`config.mk`:
```
export PLATFORM = sky130hd
export DESIGN_NAME = multicycle_ctrl_fsm
export DESIGN_NICKNAME = d
export VERILOG_FILES = /design/src/rtl/multicycle_ctrl_fsm.sv
export SDC_FILE = /design/constraint.sdc
export NUM_CORES = 1
export LEC_CHECK = 0
export ABC_AREA = 1
export ABC_CLOCK_PERIOD_IN_PS = 4900
export CORE_MARGIN = 10
export CORE_UTILIZATION = 40
export DETAILED_ROUTE_END_ITERATION = 16
export PLACE_DENSITY = 0.73
export SLEW_MARGIN = 20
export SYNTH_ARGS = -nofsm -noshare
export SYNTH_HDL_FRONTEND = slang
export SYNTH_SLANG_ARGS = --single-unit
export TNS_END_PERCENT = 30
```
`constraint.sdc`:
```
create_clock -name clk -period 4.9 [get_ports clk]
set_input_delay 1.225 -clock clk [delete_from_list [all_inputs] [get_ports clk]]
set_output_delay 1.225 -clock clk [all_outputs]
set_load 0.02 [all_outputs]
```
`src/rtl/multicycle_ctrl_fsm.sv`:
```
// Multi-cycle RV32I control sequencer: FETCH/DECODE/EXEC/MEM/WB over a shared
// memory port, with retired-instruction counting and sticky trap flags.
module multicycle_ctrl_fsm #(
  parameter int unsigned CNT_W       = 32,
  parameter int unsigned MEM_TIMEOUT = 16
) (
  input  logic             clk,
  input  logic             reset,
  input  logic             run,
  input  logic [6:0]       opcode,
  input  logic             alu_zero,
  input  logic             mem_ready,
  output logic             mem_req,
  output logic             mem_isel,
  output logic             MemRead,
  output logic             MemWrite,
  output logic             IRWrite,
  output logic             PCWrite,
  output logic             pc_src,
  output logic             RegWrite,
  output logic             ALUSrc,
  output logic [1:0]       ALUOp,
  output logic [1:0]       wb_sel,
  output logic [2:0]       state,
  output logic [CNT_W-1:0] instret,
  output logic             illegal,
  output logic             bus_err
);

  typedef enum logic [2:0] {
    IDLE   = 3'd0,
    FETCH  = 3'd1,
    DECODE = 3'd2,
    EXEC   = 3'd3,
    MEM    = 3'd4,
    WB     = 3'd5,
    TRAP   = 3'd6
  } state_t;

  localparam logic [6:0] OP_R   = 7'b0110011;
  localparam logic [6:0] OP_I   = 7'b0010011;
  localparam logic [6:0] OP_LD  = 7'b0000011;
  localparam logic [6:0] OP_ST  = 7'b0100011;
  localparam logic [6:0] OP_BR  = 7'b1100011;
  localparam logic [6:0] OP_JAL = 7'b1101111;

  // Counter only needs to reach MEM_TIMEOUT-1: the final waiting cycle traps.
  localparam int unsigned WAIT_W = (MEM_TIMEOUT < 2) ? 1 : $clog2(MEM_TIMEOUT);
  localparam logic [WAIT_W-1:0] WAIT_LAST = WAIT_W'(MEM_TIMEOUT - 1);

  state_t            stQ, stD;
  logic [6:0]        opQ;
  logic [WAIT_W-1:0] waitCnt;
  logic              retire, setIll, setBerr, legal;

  assign state = stQ;
  assign legal = opQ inside {OP_R, OP_I, OP_LD, OP_ST, OP_BR, OP_JAL};

  always_comb begin
    stD      = stQ;
    mem_req  = 1'b0;
    mem_isel = 1'b0;
    MemRead  = 1'b0;
    MemWrite = 1'b0;
    IRWrite  = 1'b0;
    PCWrite  = 1'b0;
    pc_src   = 1'b0;
    RegWrite = 1'b0;
    ALUSrc   = 1'b0;
    ALUOp    = 2'b00;
    wb_sel   = 2'b00;
    retire   = 1'b0;
    setIll   = 1'b0;
    setBerr  = 1'b0;
    case (stQ)
      IDLE: if (run) stD = FETCH;
      FETCH: begin
        mem_req  = 1'b1;
        mem_isel = 1'b1;
        if (mem_ready) begin
          IRWrite = 1'b1;
          stD     = DECODE;
        end else if (waitCnt == WAIT_LAST) begin
          setBerr = 1'b1;
          stD     = TRAP;
        end
      end
      DECODE: begin
        if (legal) begin
          stD = EXEC;
        end else begin
          setIll = 1'b1;
          stD    = TRAP;
        end
      end
      EXEC: begin
        case (opQ)
          OP_R: begin
            ALUOp = 2'b10;
            stD   = WB;
          end
          OP_I: begin
            ALUSrc = 1'b1;
            ALUOp  = 2'b10;
            stD    = WB;
          end
          OP_LD, OP_ST: begin
            ALUSrc = 1'b1;
            stD    = MEM;
          end
          OP_BR: begin
            ALUOp   = 2'b01;
            PCWrite = 1'b1;
            pc_src  = alu_zero;
            retire  = 1'b1;
          end
          OP_JAL:  stD = WB;
          default: stD = TRAP;
        endcase
      end
      MEM: begin
        mem_req  = 1'b1;
        ALUSrc   = 1'b1;
        MemRead  = (opQ == OP_LD);
        MemWrite = (opQ == OP_ST);
        if (mem_ready) begin
          if (opQ == OP_ST) begin
            PCWrite = 1'b1;
            retire  = 1'b1;
          end else begin
            stD = WB;
          end
        end else if (waitCnt == WAIT_LAST) begin
          setBerr = 1'b1;
          stD     = TRAP;
        end
      end
      WB: begin
        RegWrite = 1'b1;
        PCWrite  = 1'b1;
        retire   = 1'b1;
        if (opQ == OP_LD) begin
          wb_sel = 2'b01;
        end else if (opQ == OP_JAL) begin
          wb_sel = 2'b10;
          pc_src = 1'b1;
        end
      end
      TRAP:    stD = TRAP;
      default: stD = IDLE;
    endcase
    if (retire) stD = run ? FETCH : IDLE;
  end

  always_ff @(posedge clk or negedge reset) begin
    if (!reset) begin
      stQ     <= IDLE;
      opQ     <= '0;
      waitCnt <= '0;
      instret <= '0;
      illegal <= 1'b0;
      bus_err <= 1'b0;
    end else begin
      stQ <= stD;
      if (stQ == FETCH && mem_ready) opQ <= opcode;
      if (retire) instret <= instret + CNT_W'(1);
      if (setIll) illegal <= 1'b1;
      if (setBerr) bus_err <= 1'b1;
      if (stD != stQ) begin
        waitCnt <= '0;
      end else if ((stQ == FETCH || stQ == MEM) && !mem_ready) begin
        waitCnt <= waitCnt + WAIT_W'(1);
      end
    end
  end

endmodule
```
==> impl_metrics.toml <==
[power]
leakage_nw = 1.68
finalPower_mw = 1.53
ir_drop_uv = 123
powerDensity_mw_per_mm2 = 416

[setup_path]
path_cells = "clkdlybuf4s50_1, nand3_1, inv_1, clkdlybuf4s50_1"
path_class = "input pin to output port"
cp_common_cell = "clkdlybuf4s50_1"
cpPeakStageDelay_ns = 0.67
end_kind = "output port"
crit_fanout = 13
crit_path_top_delay_cell = "clkdlybuf4s50_1"
setup.worst_path.start = "mem_ready"
startpoint_type = "input pin"
arrival_ns = 2.88
regToRegStartpoint = "state[2]"
critPathRequiredTime_ns = 3.67

[finish]
antenna_cells = 0
nets = 449
areaGrowthSynthToFinish_pct = 28.6
nFillCells = 642
layout-drive-gt1-share_pct = 7.80
multi_input_area_sq_mm = 0.00145
register_area_sq_mm = 0.00120
fin_cells = 532

[sta]
timing.setup.tns_ns = 0
period_needed_ns = 4.10
setup_violations = 0
worst_slack_ns = 0.798
fin_skew_ns = 0.00473
holdWs_ns = 0.460
slew_headroom_pct = 47.4
worstMarginPinSlew_ns = 0.783
hold_violations = 0
maxSlewViolCount = 0
rsz0062_at_grt = "false"
fmax_ghz = 0.244
period_share_pct = 83.7

[logic_synthesis]
syn_nets = 385
synth_top_area_share_pct = 42.0
synth_cell_type_count = 31
syn_avg_cell_area_sq_um = 7.70
ys_top_cells_by_area = "dfrtp_1 42%, nand2_1 14%, xor2_1 8.0%"
synth_top_cell_by_area = "dfrtp_1"
ys_seq_elements = 48
syn_area_sq_mm = 0.00286
yosysMostFrequentCell = "nand2_1"
synthTopCellsByCount = "103 x nand2_1, 48 x dfrtp_1, 44 x nor2_1"
yosys_warnings = 0
synth-main-ff-cell = "dfrtp_1"
async_flop_share_pct = 100
yosysSeqAreaShare_pct = 42.0
synth-edff-count = 0
netlist_instances = 371

[cts]
clock-sinks = 48
htreeDepth = 2
cts_max_path_buffers = 2
path_clk_slew_ns = 0.09
numCtsBuffers = 5
cts_tree = "built"
holdBufCountCts = 0
insertion_delay_ns = 0.30
cts_resized = 0
postCtsSetupBuffers = 0
cts_root_buffer = "clkbuf_8"

[global_route]
grt_remaining_overflow = 0
track_usage_pct = 13.1
grt_max_degree = 49
antenna_found_initial = 0
grt_pass1_vias = 2645
grt_pass1_wl_mm = 12.2

[detailed_routing]
drt_iter0_drc = 123
wl_per_cell_microns = 13.6
vias_per_cell = 4.99
detail_route.first_pass.iterations = 4
totalWireLength_mm = 7.22
drtAntennaViolNets = 0
vias = 2657
drc_errors = 0

[floorplanning]
coreArea_sq_mm = 0.00687
die_h_microns = 105
ioPinCount = 62
die_area_sq_mm = 0.0109
row_count = 30
initial_core_util_pct = 41.6
die_x_microns = 105

[placed_design]
place.gp.congestion = 0.899
post-place-ws_ns = 0.812
io_buffers = 61
dp_cells = 524
dp_hpwl_mm = 5.61

[status]
outcome = "finished, final reports clean"

[flow_run]
drv_cap = 0

[hold_path]
hold_class = "register to register"
min-delay-start = "bus_err"
[stage by stage]
stage	util, %	cell area (sq um)
final	53.5	3680
after global routing	53.5	3680
after CTS	53.5	3670
after detailed placement	51.6	3550
after global placement	51.6	3550
after floorplan	-	2860
[path summary, 6_finish.rpt]
check / slack [ns] / end / cells past startpoint
setup / recovery: 0.80 / IRWrite / 4
hold / removal: 0.46 / bus_err / 1
setup reg to reg: 2.69 / instret[19] / 8
max in group asynchronous: 3.55 / instret[29] / 1
hold reg to reg: 0.46 / bus_err / 1
min in group asynchronous: 0.92 / opQ[5] / 1
[placed cells by master, fill, tap and decap left out, types with 2 or more instances in the layout]
master and count:
nand3_1 24, nand3_4 2, inv_2 4, buf_4 2, xnor2_1 8, nand2_1 103
ha_1 2, or2_2 2, clkdlybuf4s50_1 60, inv_1 37, nor3_2 2, nor2_1 44
nor4_1 5, clkbuf_8 7, nand4_1 12, nand2_2 4, xor2_1 26, nor2_2 5
nor3_1 15, o21ai_0 14, dfrtp_1 48
[layout make-up]
cell class	count	share of cell area, %
clock inverters	1	0.817
inverters	42	4.36
clock buffers	7	2.62
multi-input cells	276	39.5
repair buffers	62	16.7
well taps	96	3.27
flip-flops and latches	48	32.7
[layer usage]
layer | share of wire [%] | wire length [microns] | track usage (%) | vias to the layer above
met3 | 8.0 | 579 | 4.58 | 8
met2 | 47 | 3420 | 22.1 | 91
met4 | 1.2 | 86 | 3.68 | 0
met5 | 0 | 0 | 0 | -
met1 | 43 | 3130 | 15.3 | 1246
li1 | - | - | - | 1312
[cells by family (layout without fill, tap and decap cells)]
| logic type | Yosys count | in the layout | share of synthesized area [%] |
|---|---|---|---|
| flops | 48 | 48 | 42.0 |
| simple gates | 222 | 222 | 36.1 |
| xor+xnor | 34 | 34 | 10.4 |
| compound gates | 17 | 17 | 3.06 |
| fa+ha+maj | 2 | 2 | 0.876 |
| mux | 1 | 1 | 0.350 |
| buf+inv | 47 | 112 | 7.14 |
[report_power, final]
part	leakage, nW	total, mW	internal, mW	switching, mW
Clock	0.0645	0.315	0.180	0.135
Combinational	0.991	0.653	0.247	0.406
Sequential	0.625	0.560	0.473	0.0874
[state kept, by name, summed over array words and instances (netlist names)]
register and count:
state 3, waitCnt 4, instret 32, opQ 7, bus_err 1, illegal 1
[worst max-delay path: cells and delay by family]
| family | cells | cell delay (ns) |
|---|---|---|
| buffers and inverters | 3 | 1.48 |
| AND/OR/NAND/NOR | 1 | 0.17 |
Power figures use the tool's default switching activity.
